### src/rtl/iob_cache_req_bridge_if.sv
// Request/response stream, IOb native master and cache side-band signals of iob_cache_req_bridge.
// The bridge uses the slave modport; the requester/cache environment uses master.
interface iob_cache_req_bridge_if #(
  parameter int ADDR_W = 32,
  parameter int DATA_W = 32,
  parameter int ID_W   = 8
);
  localparam int NBYTES_W   = $clog2(DATA_W / 8);
  localparam int IOB_ADDR_W = ADDR_W - NBYTES_W;

  logic                  req_valid_i;
  logic                  req_ready_o;
  logic [1:0]            req_cmd_i;
  logic [ADDR_W-1:0]     req_addr_i;
  logic [DATA_W-1:0]     req_wdata_i;
  logic [DATA_W/8-1:0]   req_wstrb_i;
  logic [ID_W-1:0]       req_id_i;
  logic                  rsp_valid_o;
  logic                  rsp_ready_i;
  logic [ID_W-1:0]       rsp_id_o;
  logic [DATA_W-1:0]     rsp_data_o;
  logic                  rsp_sync_o;
  logic                  iob_avalid_o;
  logic [IOB_ADDR_W-1:0] iob_addr_o;
  logic [DATA_W-1:0]     iob_wdata_o;
  logic [DATA_W/8-1:0]   iob_wstrb_o;
  logic                  iob_ready_i;
  logic                  iob_rvalid_i;
  logic [DATA_W-1:0]     iob_rdata_i;
  logic                  invalidate_o;
  logic                  wtb_empty_i;
  logic                  err_o;

  modport slave (
    input  req_valid_i, req_cmd_i, req_addr_i, req_wdata_i, req_wstrb_i, req_id_i,
    input  rsp_ready_i, iob_ready_i, iob_rvalid_i, iob_rdata_i, wtb_empty_i,
    output req_ready_o, rsp_valid_o, rsp_id_o, rsp_data_o, rsp_sync_o,
    output iob_avalid_o, iob_addr_o, iob_wdata_o, iob_wstrb_o, invalidate_o, err_o
  );

  modport master (
    output req_valid_i, req_cmd_i, req_addr_i, req_wdata_i, req_wstrb_i, req_id_i,
    output rsp_ready_i, iob_ready_i, iob_rvalid_i, iob_rdata_i, wtb_empty_i,
    input  req_ready_o, rsp_valid_o, rsp_id_o, rsp_data_o, rsp_sync_o,
    input  iob_avalid_o, iob_addr_o, iob_wdata_o, iob_wstrb_o, invalidate_o, err_o
  );
endinterface

### src/rtl/iob_cache_req_bridge.sv
// Adapts a valid/ready read/write/fence/invalidate stream onto the iob_cache_axi IOb slave port,
// tagging read data with requester IDs and ordering fence/invalidate completions behind reads.
module iob_cache_req_bridge #(
  parameter int ADDR_W      = 32,
  parameter int DATA_W      = 32,
  parameter int ID_W        = 8,
  parameter int RSP_DEPTH_W = 2
) (
  input logic                   clk_i,
  input logic                   cke_i,
  input logic                   arst_i,
  iob_cache_req_bridge_if.slave bus
);
  localparam int NBYTES_W = $clog2(DATA_W / 8);
  localparam int DEPTH    = 2 ** RSP_DEPTH_W;
  localparam logic [RSP_DEPTH_W:0]   CNT_ONE    = (RSP_DEPTH_W + 1)'(1);
  localparam logic [RSP_DEPTH_W:0]   CNT_FULL   = (RSP_DEPTH_W + 1)'(DEPTH);
  localparam logic [RSP_DEPTH_W+1:0] CREDIT_LIM = (RSP_DEPTH_W + 2)'(DEPTH);
  localparam logic [RSP_DEPTH_W-1:0] PTR_ONE    = (RSP_DEPTH_W)'(1);

  typedef enum logic [1:0] {CMD_RD, CMD_WR, CMD_FENCE, CMD_INV} cmd_t;
  typedef enum logic [1:0] {RUN, DRAIN, INVAL, SYNC} state_t;

  state_t state, state_nxt;
  cmd_t   cmd;

  logic [RSP_DEPTH_W:0]   rd_inflight, rsp_count;
  logic [RSP_DEPTH_W-1:0] tag_wr_ptr, tag_rd_ptr, rsp_wr_ptr, rsp_rd_ptr;
  logic [ID_W-1:0]        tag_mem      [DEPTH];
  logic [ID_W-1:0]        rsp_id_mem   [DEPTH];
  logic [DATA_W-1:0]      rsp_data_mem [DEPTH];
  logic                   rsp_sync_mem [DEPTH];
  logic [ID_W-1:0]        sync_id;
  logic                   sync_inv, inv_q, err_q;
  logic                   credit_ok, rd_accept, rd_return, spurious, sync_accept, sync_push;
  logic                   rsp_push, rsp_pop, rsp_valid, rsp_full;
  logic [ID_W-1:0]        push_id;
  logic [DATA_W-1:0]      push_data;
  logic                   unused_addr_lsb;

  assign cmd             = cmd_t'(bus.req_cmd_i);
  assign unused_addr_lsb = ^bus.req_addr_i[NBYTES_W-1:0];
  assign credit_ok       = ({1'b0, rd_inflight} + {1'b0, rsp_count}) < CREDIT_LIM;
  assign rsp_valid       = (rsp_count != '0);
  assign rsp_full        = (rsp_count == CNT_FULL);

  assign rd_accept   = bus.req_valid_i & bus.req_ready_o & (cmd == CMD_RD);
  assign sync_accept = bus.req_valid_i & bus.req_ready_o & cmd[1];
  assign rd_return   = cke_i & bus.iob_rvalid_i & (rd_inflight != '0);
  assign spurious    = cke_i & bus.iob_rvalid_i & (rd_inflight == '0);
  assign rsp_push    = rd_return | sync_push;
  assign rsp_pop     = cke_i & rsp_valid & bus.rsp_ready_i;
  // SYNC is only reachable with no reads in flight, so both push sources are exclusive
  assign push_id     = rd_return ? tag_mem[tag_rd_ptr] : sync_id;
  assign push_data   = rd_return ? bus.iob_rdata_i : '0;

  always_ff @(posedge clk_i or posedge arst_i) begin
    if (arst_i) state <= RUN;
    else if (cke_i) state <= state_nxt;
  end

  always_comb begin
    state_nxt = state;
    unique case (state)
      RUN:     if (sync_accept) state_nxt = DRAIN;
      DRAIN:   if ((rd_inflight == '0) && bus.wtb_empty_i) state_nxt = sync_inv ? INVAL : SYNC;
      INVAL:   state_nxt = SYNC;
      SYNC:    if (sync_push) state_nxt = RUN;
      default: state_nxt = RUN;
    endcase
  end

  always_comb begin
    bus.req_ready_o  = 1'b0;
    bus.iob_avalid_o = 1'b0;
    bus.iob_wstrb_o  = '0;
    sync_push        = 1'b0;
    if ((state == RUN) && (cmd == CMD_WR)) bus.iob_wstrb_o = bus.req_wstrb_i;
    if (cke_i) begin
      unique case (state)
        RUN: begin
          unique case (cmd)
            CMD_RD: begin
              bus.iob_avalid_o = bus.req_valid_i & credit_ok;
              bus.req_ready_o  = bus.iob_avalid_o & bus.iob_ready_i;
            end
            CMD_WR: begin
              bus.iob_avalid_o = bus.req_valid_i;
              bus.req_ready_o  = bus.iob_ready_i;
            end
            default: bus.req_ready_o = 1'b1;
          endcase
        end
        SYNC:    sync_push = ~rsp_full;
        default: ;
      endcase
    end
  end

  always_ff @(posedge clk_i or posedge arst_i) begin
    if (arst_i) begin
      rd_inflight <= '0;
      rsp_count   <= '0;
      tag_wr_ptr  <= '0;
      tag_rd_ptr  <= '0;
      rsp_wr_ptr  <= '0;
      rsp_rd_ptr  <= '0;
      sync_id     <= '0;
      sync_inv    <= 1'b0;
      inv_q       <= 1'b0;
      err_q       <= 1'b0;
    end else if (cke_i) begin
      if (rd_accept && !rd_return) rd_inflight <= rd_inflight + CNT_ONE;
      else if (!rd_accept && rd_return) rd_inflight <= rd_inflight - CNT_ONE;
      if (rsp_push && !rsp_pop) rsp_count <= rsp_count + CNT_ONE;
      else if (!rsp_push && rsp_pop) rsp_count <= rsp_count - CNT_ONE;
      if (rd_accept) tag_wr_ptr <= tag_wr_ptr + PTR_ONE;
      if (rd_return) tag_rd_ptr <= tag_rd_ptr + PTR_ONE;
      if (rsp_push) rsp_wr_ptr <= rsp_wr_ptr + PTR_ONE;
      if (rsp_pop) rsp_rd_ptr <= rsp_rd_ptr + PTR_ONE;
      if (sync_accept) begin
        sync_id  <= bus.req_id_i;
        sync_inv <= cmd[0];
      end
      inv_q <= (state_nxt == INVAL);
      if (spurious) err_q <= 1'b1;
    end
  end

  always_ff @(posedge clk_i) begin
    if (rd_accept) tag_mem[tag_wr_ptr] <= bus.req_id_i;
    if (rsp_push) begin
      rsp_id_mem[rsp_wr_ptr]   <= push_id;
      rsp_data_mem[rsp_wr_ptr] <= push_data;
      rsp_sync_mem[rsp_wr_ptr] <= sync_push;
    end
  end

  assign bus.rsp_valid_o  = rsp_valid;
  assign bus.rsp_id_o     = rsp_valid ? rsp_id_mem[rsp_rd_ptr] : '0;
  assign bus.rsp_data_o   = rsp_valid ? rsp_data_mem[rsp_rd_ptr] : '0;
  assign bus.rsp_sync_o   = rsp_valid & rsp_sync_mem[rsp_rd_ptr];
  assign bus.iob_addr_o   = bus.req_addr_i[ADDR_W-1:NBYTES_W];
  assign bus.iob_wdata_o  = bus.req_wdata_i;
  assign bus.invalidate_o = inv_q;
  assign bus.err_o        = err_q;
endmodule
### src/flat_wrapper.sv
// flat-port wrapper written by rule: the top's interface ports become plain ports
module iob_cache_req_bridge_flat 
#(
  parameter int ADDR_W      = 32,
  parameter int DATA_W      = 32,
  parameter int ID_W        = 8,
  parameter int RSP_DEPTH_W = 2
)
  (clk_i, cke_i, arst_i, bus_req_valid_i, bus_req_cmd_i, bus_req_addr_i, bus_req_wdata_i, bus_req_wstrb_i, bus_req_id_i, bus_rsp_ready_i, bus_iob_ready_i, bus_iob_rvalid_i, bus_iob_rdata_i, bus_wtb_empty_i, bus_req_ready_o, bus_rsp_valid_o, bus_rsp_id_o, bus_rsp_data_o, bus_rsp_sync_o, bus_iob_avalid_o, bus_iob_addr_o, bus_iob_wdata_o, bus_iob_wstrb_o, bus_invalidate_o, bus_err_o);
  iob_cache_req_bridge_if #(.ADDR_W(ADDR_W), .DATA_W(DATA_W), .ID_W(ID_W)) bus_i ();
  input logic clk_i;
  input logic cke_i;
  input logic arst_i;
  input wire logic [$bits(bus_i.req_valid_i)-1:0] bus_req_valid_i;
  input wire logic [$bits(bus_i.req_cmd_i)-1:0] bus_req_cmd_i;
  input wire logic [$bits(bus_i.req_addr_i)-1:0] bus_req_addr_i;
  input wire logic [$bits(bus_i.req_wdata_i)-1:0] bus_req_wdata_i;
  input wire logic [$bits(bus_i.req_wstrb_i)-1:0] bus_req_wstrb_i;
  input wire logic [$bits(bus_i.req_id_i)-1:0] bus_req_id_i;
  input wire logic [$bits(bus_i.rsp_ready_i)-1:0] bus_rsp_ready_i;
  input wire logic [$bits(bus_i.iob_ready_i)-1:0] bus_iob_ready_i;
  input wire logic [$bits(bus_i.iob_rvalid_i)-1:0] bus_iob_rvalid_i;
  input wire logic [$bits(bus_i.iob_rdata_i)-1:0] bus_iob_rdata_i;
  input wire logic [$bits(bus_i.wtb_empty_i)-1:0] bus_wtb_empty_i;
  output wire logic [$bits(bus_i.req_ready_o)-1:0] bus_req_ready_o;
  output wire logic [$bits(bus_i.rsp_valid_o)-1:0] bus_rsp_valid_o;
  output wire logic [$bits(bus_i.rsp_id_o)-1:0] bus_rsp_id_o;
  output wire logic [$bits(bus_i.rsp_data_o)-1:0] bus_rsp_data_o;
  output wire logic [$bits(bus_i.rsp_sync_o)-1:0] bus_rsp_sync_o;
  output wire logic [$bits(bus_i.iob_avalid_o)-1:0] bus_iob_avalid_o;
  output wire logic [$bits(bus_i.iob_addr_o)-1:0] bus_iob_addr_o;
  output wire logic [$bits(bus_i.iob_wdata_o)-1:0] bus_iob_wdata_o;
  output wire logic [$bits(bus_i.iob_wstrb_o)-1:0] bus_iob_wstrb_o;
  output wire logic [$bits(bus_i.invalidate_o)-1:0] bus_invalidate_o;
  output wire logic [$bits(bus_i.err_o)-1:0] bus_err_o;
  assign bus_i.req_valid_i = bus_req_valid_i;
  assign bus_i.req_cmd_i = bus_req_cmd_i;
  assign bus_i.req_addr_i = bus_req_addr_i;
  assign bus_i.req_wdata_i = bus_req_wdata_i;
  assign bus_i.req_wstrb_i = bus_req_wstrb_i;
  assign bus_i.req_id_i = bus_req_id_i;
  assign bus_i.rsp_ready_i = bus_rsp_ready_i;
  assign bus_i.iob_ready_i = bus_iob_ready_i;
  assign bus_i.iob_rvalid_i = bus_iob_rvalid_i;
  assign bus_i.iob_rdata_i = bus_iob_rdata_i;
  assign bus_i.wtb_empty_i = bus_wtb_empty_i;
  assign bus_req_ready_o = bus_i.req_ready_o;
  assign bus_rsp_valid_o = bus_i.rsp_valid_o;
  assign bus_rsp_id_o = bus_i.rsp_id_o;
  assign bus_rsp_data_o = bus_i.rsp_data_o;
  assign bus_rsp_sync_o = bus_i.rsp_sync_o;
  assign bus_iob_avalid_o = bus_i.iob_avalid_o;
  assign bus_iob_addr_o = bus_i.iob_addr_o;
  assign bus_iob_wdata_o = bus_i.iob_wdata_o;
  assign bus_iob_wstrb_o = bus_i.iob_wstrb_o;
  assign bus_invalidate_o = bus_i.invalidate_o;
  assign bus_err_o = bus_i.err_o;
  iob_cache_req_bridge #(.ADDR_W(ADDR_W), .DATA_W(DATA_W), .ID_W(ID_W), .RSP_DEPTH_W(RSP_DEPTH_W)) u_core (.clk_i(clk_i), .cke_i(cke_i), .arst_i(arst_i), .bus(bus_i));
endmodule
### config.mk
export PLATFORM = sky130hd
export DESIGN_NAME = iob_cache_req_bridge_flat
export DESIGN_NICKNAME = d
export VERILOG_FILES = /design/src/rtl/iob_cache_req_bridge_if.sv /design/src/rtl/iob_cache_req_bridge.sv /design/src/flat_wrapper.sv
export SDC_FILE = /design/constraint.sdc
export NUM_CORES = 1
export LEC_CHECK = 0
export CAP_MARGIN = 20
export CORE_MARGIN = 8
export CORE_UTILIZATION = 45
export CTS_CLUSTER_DIAMETER = 40
export DETAILED_ROUTE_END_ITERATION = 8
export PLACE_DENSITY = 0.79
export SYNTH_ARGS = -nofsm -noshare
export SYNTH_HDL_FRONTEND = slang
export SYNTH_SLANG_ARGS = --single-unit
### constraint.sdc
create_clock -name clk_i -period 2.29 [get_ports clk_i]
set_clock_uncertainty 0.2 [all_clocks]
set_input_delay 0.3435 -clock clk_i [delete_from_list [all_inputs] [get_ports clk_i]]
set_output_delay 0.3435 -clock clk_i [all_outputs]
set_load 0.01 [all_outputs]
Word-level counts from Yosys, hierarchy flattened
Memories as Yosys holds them, arrays and structs flattened.
Cells that the tools add are included.
- register bits after elaboration: 27
- latch bits: 0
- memory bits (writable): 196
- bits in read-only memories: 0
- input bits: 118
- output and inout port bits: 112
- logic and storage cells: 95
- memories: 4
- add/subtract/negate cells: 9
- multipliers: 0
- div/mod/pow operators: 0
- $lt $le $gt $ge: 1
- equality and inequality tests: 6
- shift operators: 0
- multiplexer cells: 26
- bitwise gates (word level): 13
- reductions and logical operators: 25
- memory list (name ; depth ; bits a word ; read ports ; clocked after Yosys merged registers in ; wr ports ; line ; source):
    u_core.rsp_data_mem ; 4 ; 32 ; 1 ; 0 ; 1 ; iob_cache_req_bridge.sv:31 ; logic [DATA_W-1:0] rsp_data_mem [DEPTH];
    u_core.rsp_id_mem ; 4 ; 8 ; 1 ; 0 ; 1 ; iob_cache_req_bridge.sv:30 ; logic [ID_W-1:0] rsp_id_mem [DEPTH];
    u_core.tag_mem ; 4 ; 8 ; 1 ; 0 ; 1 ; iob_cache_req_bridge.sv:29 ; logic [ID_W-1:0] tag_mem [DEPTH];
    u_core.rsp_sync_mem ; 4 ; 1 ; 1 ; 0 ; 1 ; iob_cache_req_bridge.sv:32 ; logic rsp_sync_mem [DEPTH];
- operators by type and width (cell ; number):
    32-bit 2-to-1 mux ; 2
    8-bit 2-to-1 mux ; 2
    2-bit AND reduction ; 8
    3-bit 2-to-1 mux ; 4
    1-bit AND ; 11
    1-bit 2-to-1 mux ; 11
    2-bit by 1-bit adder with 2-bit output, second input constant ; 4
    2-bit case mux with 4 select lines ; 1
    3-bit by 1-bit adder with 3-bit output, second input constant ; 2
    2-bit == test, second input constant ; 3
    1-bit logical AND ; 6
    2-bit 2-to-1 mux ; 3
    3-bit nonzero test ; 2
    3-bit by 1-bit subtractor with 3-bit output, second input constant ; 2
    3-bit by 3-bit adder with 4-bit output ; 1
    2-bit by 1-bit == test with 1-bit output, second input constant ; 2
    1-bit zero test ; 4
    2-bit zero test ; 2
    4-bit by 3-bit < comparator with 1-bit output, second input constant ; 1
    4-bit 2-to-1 mux ; 1
    1-bit case mux with 2 select lines ; 2
    2-bit nonzero test ; 2
    3-bit == test, second input constant ; 1
    3-bit zero test ; 1
    other kinds (2) ; 2

Logic depth before layout (Yosys ltp)
- word-level depth: 13
- depth in mapped cells: 10
- depth with buffers taken out: 9

Least setup slack after synthesis
Ideal clock, no wire load.
- kind: input port to flip-flop
- start point: in cke_i
- end point: mem u_core.rsp_data_mem[0][0], enable pin
- setup time: 0.402 ns
- arrival: 1.903 ns
- required time: 1.688 ns
- setup slack: -0.215 ns
- stages: 4
- path buffers: 1
- cell sequence: buf_2 -> nand3_1 -> o21ai_4 -> and2_1
- longest elaborated chain between the ends: 5
- elaborated cells between the ends (all ways): 6
- those cells by class: 3 x mux; 3 x bitwise
- RTL lines (item ; line ; source):
    start: declaration ; flat_wrapper.sv:12 ; input logic cke_i;
    1-bit AND (2 in a row) ; iob_cache_req_bridge.sv:49 ; assign rd_return = cke_i & bus.iob_rvalid_i & (rd_inflight != '0);
    1-bit OR * ; iob_cache_req_bridge.sv:51 ; assign rsp_push = rd_return | sync_push;
    1-bit 2-to-1 mux * ; iob_cache_req_bridge.sv:132 ; if (rsp_push) begin
    1-bit 2-to-1 mux (implied by the code) * ; iob_cache_req_bridge.sv:134 ; rsp_data_mem[rsp_wr_ptr] <= push_data;
    end: declaration ; iob_cache_req_bridge.sv:31 ;
Mark *: on every way between the ends. The rest lies on a longest branch, timed or not.

Final worst setup path
- start point: reg u_core.rsp_rd_ptr[0]
- end point: out bus_rsp_data_o[12]
- longest elaborated chain between the ends: 2
- RTL lines (item ; line ; source):
    start: declaration ; iob_cache_req_bridge.sv:28 ; logic [RSP_DEPTH_W-1:0] tag_wr_ptr, tag_rd_ptr, rsp_wr_ptr, rsp_rd_ptr;
    start signal: assignment ; iob_cache_req_bridge.sv:120 ; if (rsp_pop) rsp_rd_ptr <= rsp_rd_ptr + PTR_ONE;
    memory 4 x 32 bit ; n/a ;
    32-bit 2-to-1 mux ; iob_cache_req_bridge.sv:141 ; assign bus.rsp_data_o = rsp_valid ? rsp_data_mem[rsp_rd_ptr] : '0;
    end: declaration ; flat_wrapper.sv:28 ; output wire logic [$bits(bus_i.rsp_data_o)-1:0] bus_rsp_data_o;
No other way between the ends.

==> results summary <==
After synthesis, the share of cell area in mux cells is 0.145. In the post-route analysis, the smallest setup slack over all paths is -0.250 ns. The area growth from synthesis to layout is 25.5%.

The count of buffers from port buffering is 103. The signal arrival time at the worst endpoint came out at 2.00 ns. The leakage power is 4.46 nW. Across every metal layer, demand over resource in global routing totals 0.147. The destination of the worst register-to-register timing path is u_core.rd_inflight[2]$_DFFE_PP0P_. The reg2reg setup slack is -0.22 ns. Dividing the detail-routed wire length by the instance count gives 21.0 um. The die area came out at 0.0268 mm^2. In this run the vertical extent of the chip is 164 um.

The worst pin sits at a relative slew slack of 0.641. The final reports fail on setup timing. The share of the synthesized area in compound gates (AO/OA/AOI/OAI) came to 0.00868. After synthesis, the cell types taking the most area are edfxtp_1 (60%), mux4_2 (11%), dfrtp_1 (6.9%), and2_1 (5.2%), buf_4 (4.7%). The required arrival time at the worst endpoint is 1.75 ns. The via count is 4910.

The critical path start-end classification is register to output port. The count of nets left with antenna violations once routing finished came out at 0. The design area is 0.0123 mm^2. STA classifies the critical path startpoint as a register. The post-detailed-placement half-perimeter wirelength came out at 12500 um. The number of antenna diodes in the final layout is 0. The startpoint identified for the worst register-to-register timing path is u_core.rsp_count[2]$_DFFE_PP0P_. Counting every sink on the clock net gives 223. The clock passes through at most 3 buffers. The type of the worst min-delay path is input pin to async pin. edfxtp_1 takes more of the synthesized area than any other cell. Of the available clock period, the critical path in the final layout requires 1.11.

The detailed-route wire length came out at 19800 um. The effective utilization at floorplan came out at 0.453. The largest net degree at the start of global routing is 42. The later pin in the worst-skew pair is clocked with a latency of 0.54 ns. The per-cell via count in the routed design came out at 5.21.

The last weighted congestion value of the routability-driven placer is 0.782. The shortest period the worst path allows is 2.54 ns. The count of warnings emitted by yosys is 0. The largest driver fanout on the critical path came out at 8. Counting flops with a built-in enable in the synthesized netlist gives 196. The die span in x is 164 um.

The total chip power came out at 16.3 mW. The total power density per cell area is 1320 mW/mm^2. The relative contribution of sequential cells to total power is 0.350.

Of the total synthesized cell area, the portion taken by XOR and XNOR cells is 0.0107. The DRC violations left is 0. Buffers inserted during clock tree synthesis total 28.

The share of power burned in combinational logic is 0.387. The mapped cell area came out at 0.00980 mm^2. The number of optimization iterations in the first detailed-route pass is 4.

In this run the mean area of a mapped cell was 18.2 um^2. Of the total synthesized cell area, the portion taken by full adders, half adders and majority gates is 0.0194. Setup repair after global routing could not meet its margin everywhere.

The number of nets in the finished design is 773. By area, the combinational part of the netlist is dominated by multiplexers. The number of synthesized register bits is 223. The maximum vdd ir drop came out at 0.650 mV. The TritonCTS clock tree is yes.

In this run, distinct cell masters in the synthesized netlist total 43. The simple-gate area share of the yosys netlist came out at 0.0752. In this run the standard cell core region covers 0.0216 mm^2. The number of global-route vias before repair came out at 5606. STA classifies the critical path endpoint as an output port.

For the final routed database, the setup TNS stands at -9.54 ns. The flow ran to the end, but the final reports show violations. Among all flip-flop cells after synthesis, the most frequent one is edfxtp_1.

The share of final-layout standard cells stronger than drive strength 1 came out at 0.443. For this design the total switching power over the nets is 4.59 mW. The number of hold-slack violations in the final timing report is 0. The worst-margin pin slew is 0.539 ns.

The post-placement cell area is 0.0110 mm^2. The number of antenna violations at the first check in global routing is 0. The sequential area share after synthesis came out at 0.669.

When the netlist entered floorplanning its net count stood at 670. The async set-or-reset flop fraction in the synthesized netlist is 0.121. The tool flagged a number of max-cap violations equal to 0. The worst hold margin is 0.00854 ns. The cell count of the worst reg-to-reg path came out at 10. The number of setup violations in the final report is 48. The first-pass GRT wire length came out at 30400 um. The post-synthesis cell count came out at 538. The total number of H-tree levels came out at 1.

The number of max-slew violations in the final report is 0. The clock-pin slew on the worst setup and hold paths came out at 0.06 ns. The cell internal power dissipation is 11.7 mW.

In this run the clock root is driven by a clkbuf_16. Of the total power, the share spent switching nets is 0.282. For this block, the initial DRC count from the detailed router was 246. The fraction of post-synthesis cell area in the top cell type by area is 0.600.

The portion of total power attributed to the clock network is 0.263. The total congestion overflow after global routing is 0. The number of cell rows came out at 54. For this run, the top clock speed supported by timing is 394 MHz. In this run the count of I/O pins placed on the die edge is 230.
-- critical path, cell delays in order, from the launching register on --
cell	delay, ns
dfrtp_2	0.37
buf_12	0.16
buf_12	0.15
mux4_2	0.53
and2_4	0.16
buf_6	0.11
-- layout by cell type (no fill, tap or decap), types with 6 or more instances in the layout --
| master | synthesis | layout |
|---|---|---|
| dfrtp_1 | 27 | 22 |
| ha_1 | 12 | 9 |
| and2_4 | 0 | 35 |
| mux2_4 | 17 | 19 |
| inv_1 | 8 | 6 |
| xnor2_1 | 10 | 7 |
| mux4_2 | 47 | 49 |
| buf_4 | 62 | 37 |
| buf_2 | 6 | 16 |
| clkdlybuf4s50_1 | 0 | 55 |
| buf_6 | 5 | 34 |
| and2_1 | 81 | 46 |
| buf_12 | 4 | 11 |
| edfxtp_1 | 196 | 196 |
| clkbuf_16 | 0 | 28 |
-- final cells by class --
type | instances | area [um^2]
clock buffer | 35 | 747
clock inverter | 16 | 194
fill | 1589 | 9310
inverter | 9 | 38.8
multi-input combinational | 220 | 2770
sequential | 223 | 6570
tap | 280 | 350
timing repair buffer | 159 | 1640
-- worst max path at each step --
stage / depth (start not counted) / end / startpoint
3_5_place_dp: 9 / u_core.rd_inflight[2]$_DFFE_PP0P_ / bus_req_cmd_i[1]
2_1_floorplan: 10 / u_core.rd_inflight[2]$_DFFE_PP0P_ / u_core.rd_inflight[2]$_DFFE_PP0P_
3_3_place_gp: 9 / u_core.rd_inflight[2]$_DFFE_PP0P_ / cke_i
6_report: 5 / bus_rsp_data_o[12] / u_core.rsp_rd_ptr[0]$_DFFE_PP0P_
5_1_grt: 5 / bus_rsp_data_o[12] / u_core.rsp_rd_ptr[0]$_DFFE_PP0P_
4_1_cts: 5 / bus_rsp_data_o[10] / u_core.rsp_rd_ptr[0]$_DFFE_PP0P_
-- state kept, by name, summed over array words and instances, names as in the netlist, 3 cells and up --
| signal | count |
|---|---|
| u_core.rsp_data_mem | 128 |
| u_core.rsp_id_mem | 32 |
| u_core.tag_mem | 32 |
| u_core.sync_id | 8 |
| u_core.rsp_sync_mem | 4 |
| u_core.rd_inflight | 3 |
| u_core.rsp_count | 3 |
-- routing by layer --
| layer | part of all wire | up-vias | track usage |
|---|---|---|---|
| met4 | 0.020 | 0 | 0.0537 |
| met5 | 0 | - | 0 |
| li1 | - | 2187 | - |
| met3 | 0.082 | 42 | 0.0441 |
| met1 | 0.38 | 2498 | 0.168 |
| met2 | 0.52 | 183 | 0.258 |
-- timing repair --
action	in CTS	in global routing
pin swaps	50	6
resized for setup	262	45
hold buffers	0	0
gates cloned	3	0
setup buffers	7	2
endpoints found under the setup margin	52	85
-- cells in the mapped netlist (2+ instances only) --
master / count
xor2_1: 2
and4_1: 2
buf_6: 5
mux2_4: 17
nand3_1: 5
buf_2: 6
mux4_2: 47
edfxtp_1: 196
ha_1: 12
and2_1: 81
dfrtp_1: 27
nor2_1: 4
mux2_2: 4
nand2_1: 3
xnor2_1: 10
clkbuf_1: 9
buf_4: 62
fa_1: 2
inv_1: 8
buf_12: 4
nand4_1: 3
mux4_1: 2
and2_2: 4
nor2b_1: 3
a21oi_1: 2
-- per-stage QoR --
step / setup slack [ns] / util / cells
final: -0.250 / 0.569 / 942
after global routing: -0.310 / 0.569 / 942
after CTS: -0.280 / 0.561 / 940
after detailed placement: -0.389 / 0.508 / 879
after global placement: -0.345 / 0.508 / 879
after floorplan: -0.0872 / - / 538
-- logic make-up after synthesis --
family,count (synthesis)
xor+xnor,12
compound gates,9
mux,71
buf+inv,95
fa+ha+maj,14
simple gates,114
flops,223
-- power groups by stage --
| stage | Clock, mW | Combinational (mW) | Sequential [mW] |
|---|---|---|---|
| 2_1_floorplan | 0 | 3.36 | 5.63 |
| 3_3_place_gp | 0 | 5.27 | 5.71 |
| 3_5_place_dp | 0 | 5.41 | 5.77 |
| 4_1_cts | 4.36 | 6.00 | 5.68 |
| 5_1_grt | 4.52 | 6.74 | 5.76 |
| 6_report | 4.28 | 6.30 | 5.69 |
Note: power is estimated with default switching activity, not from simulation.
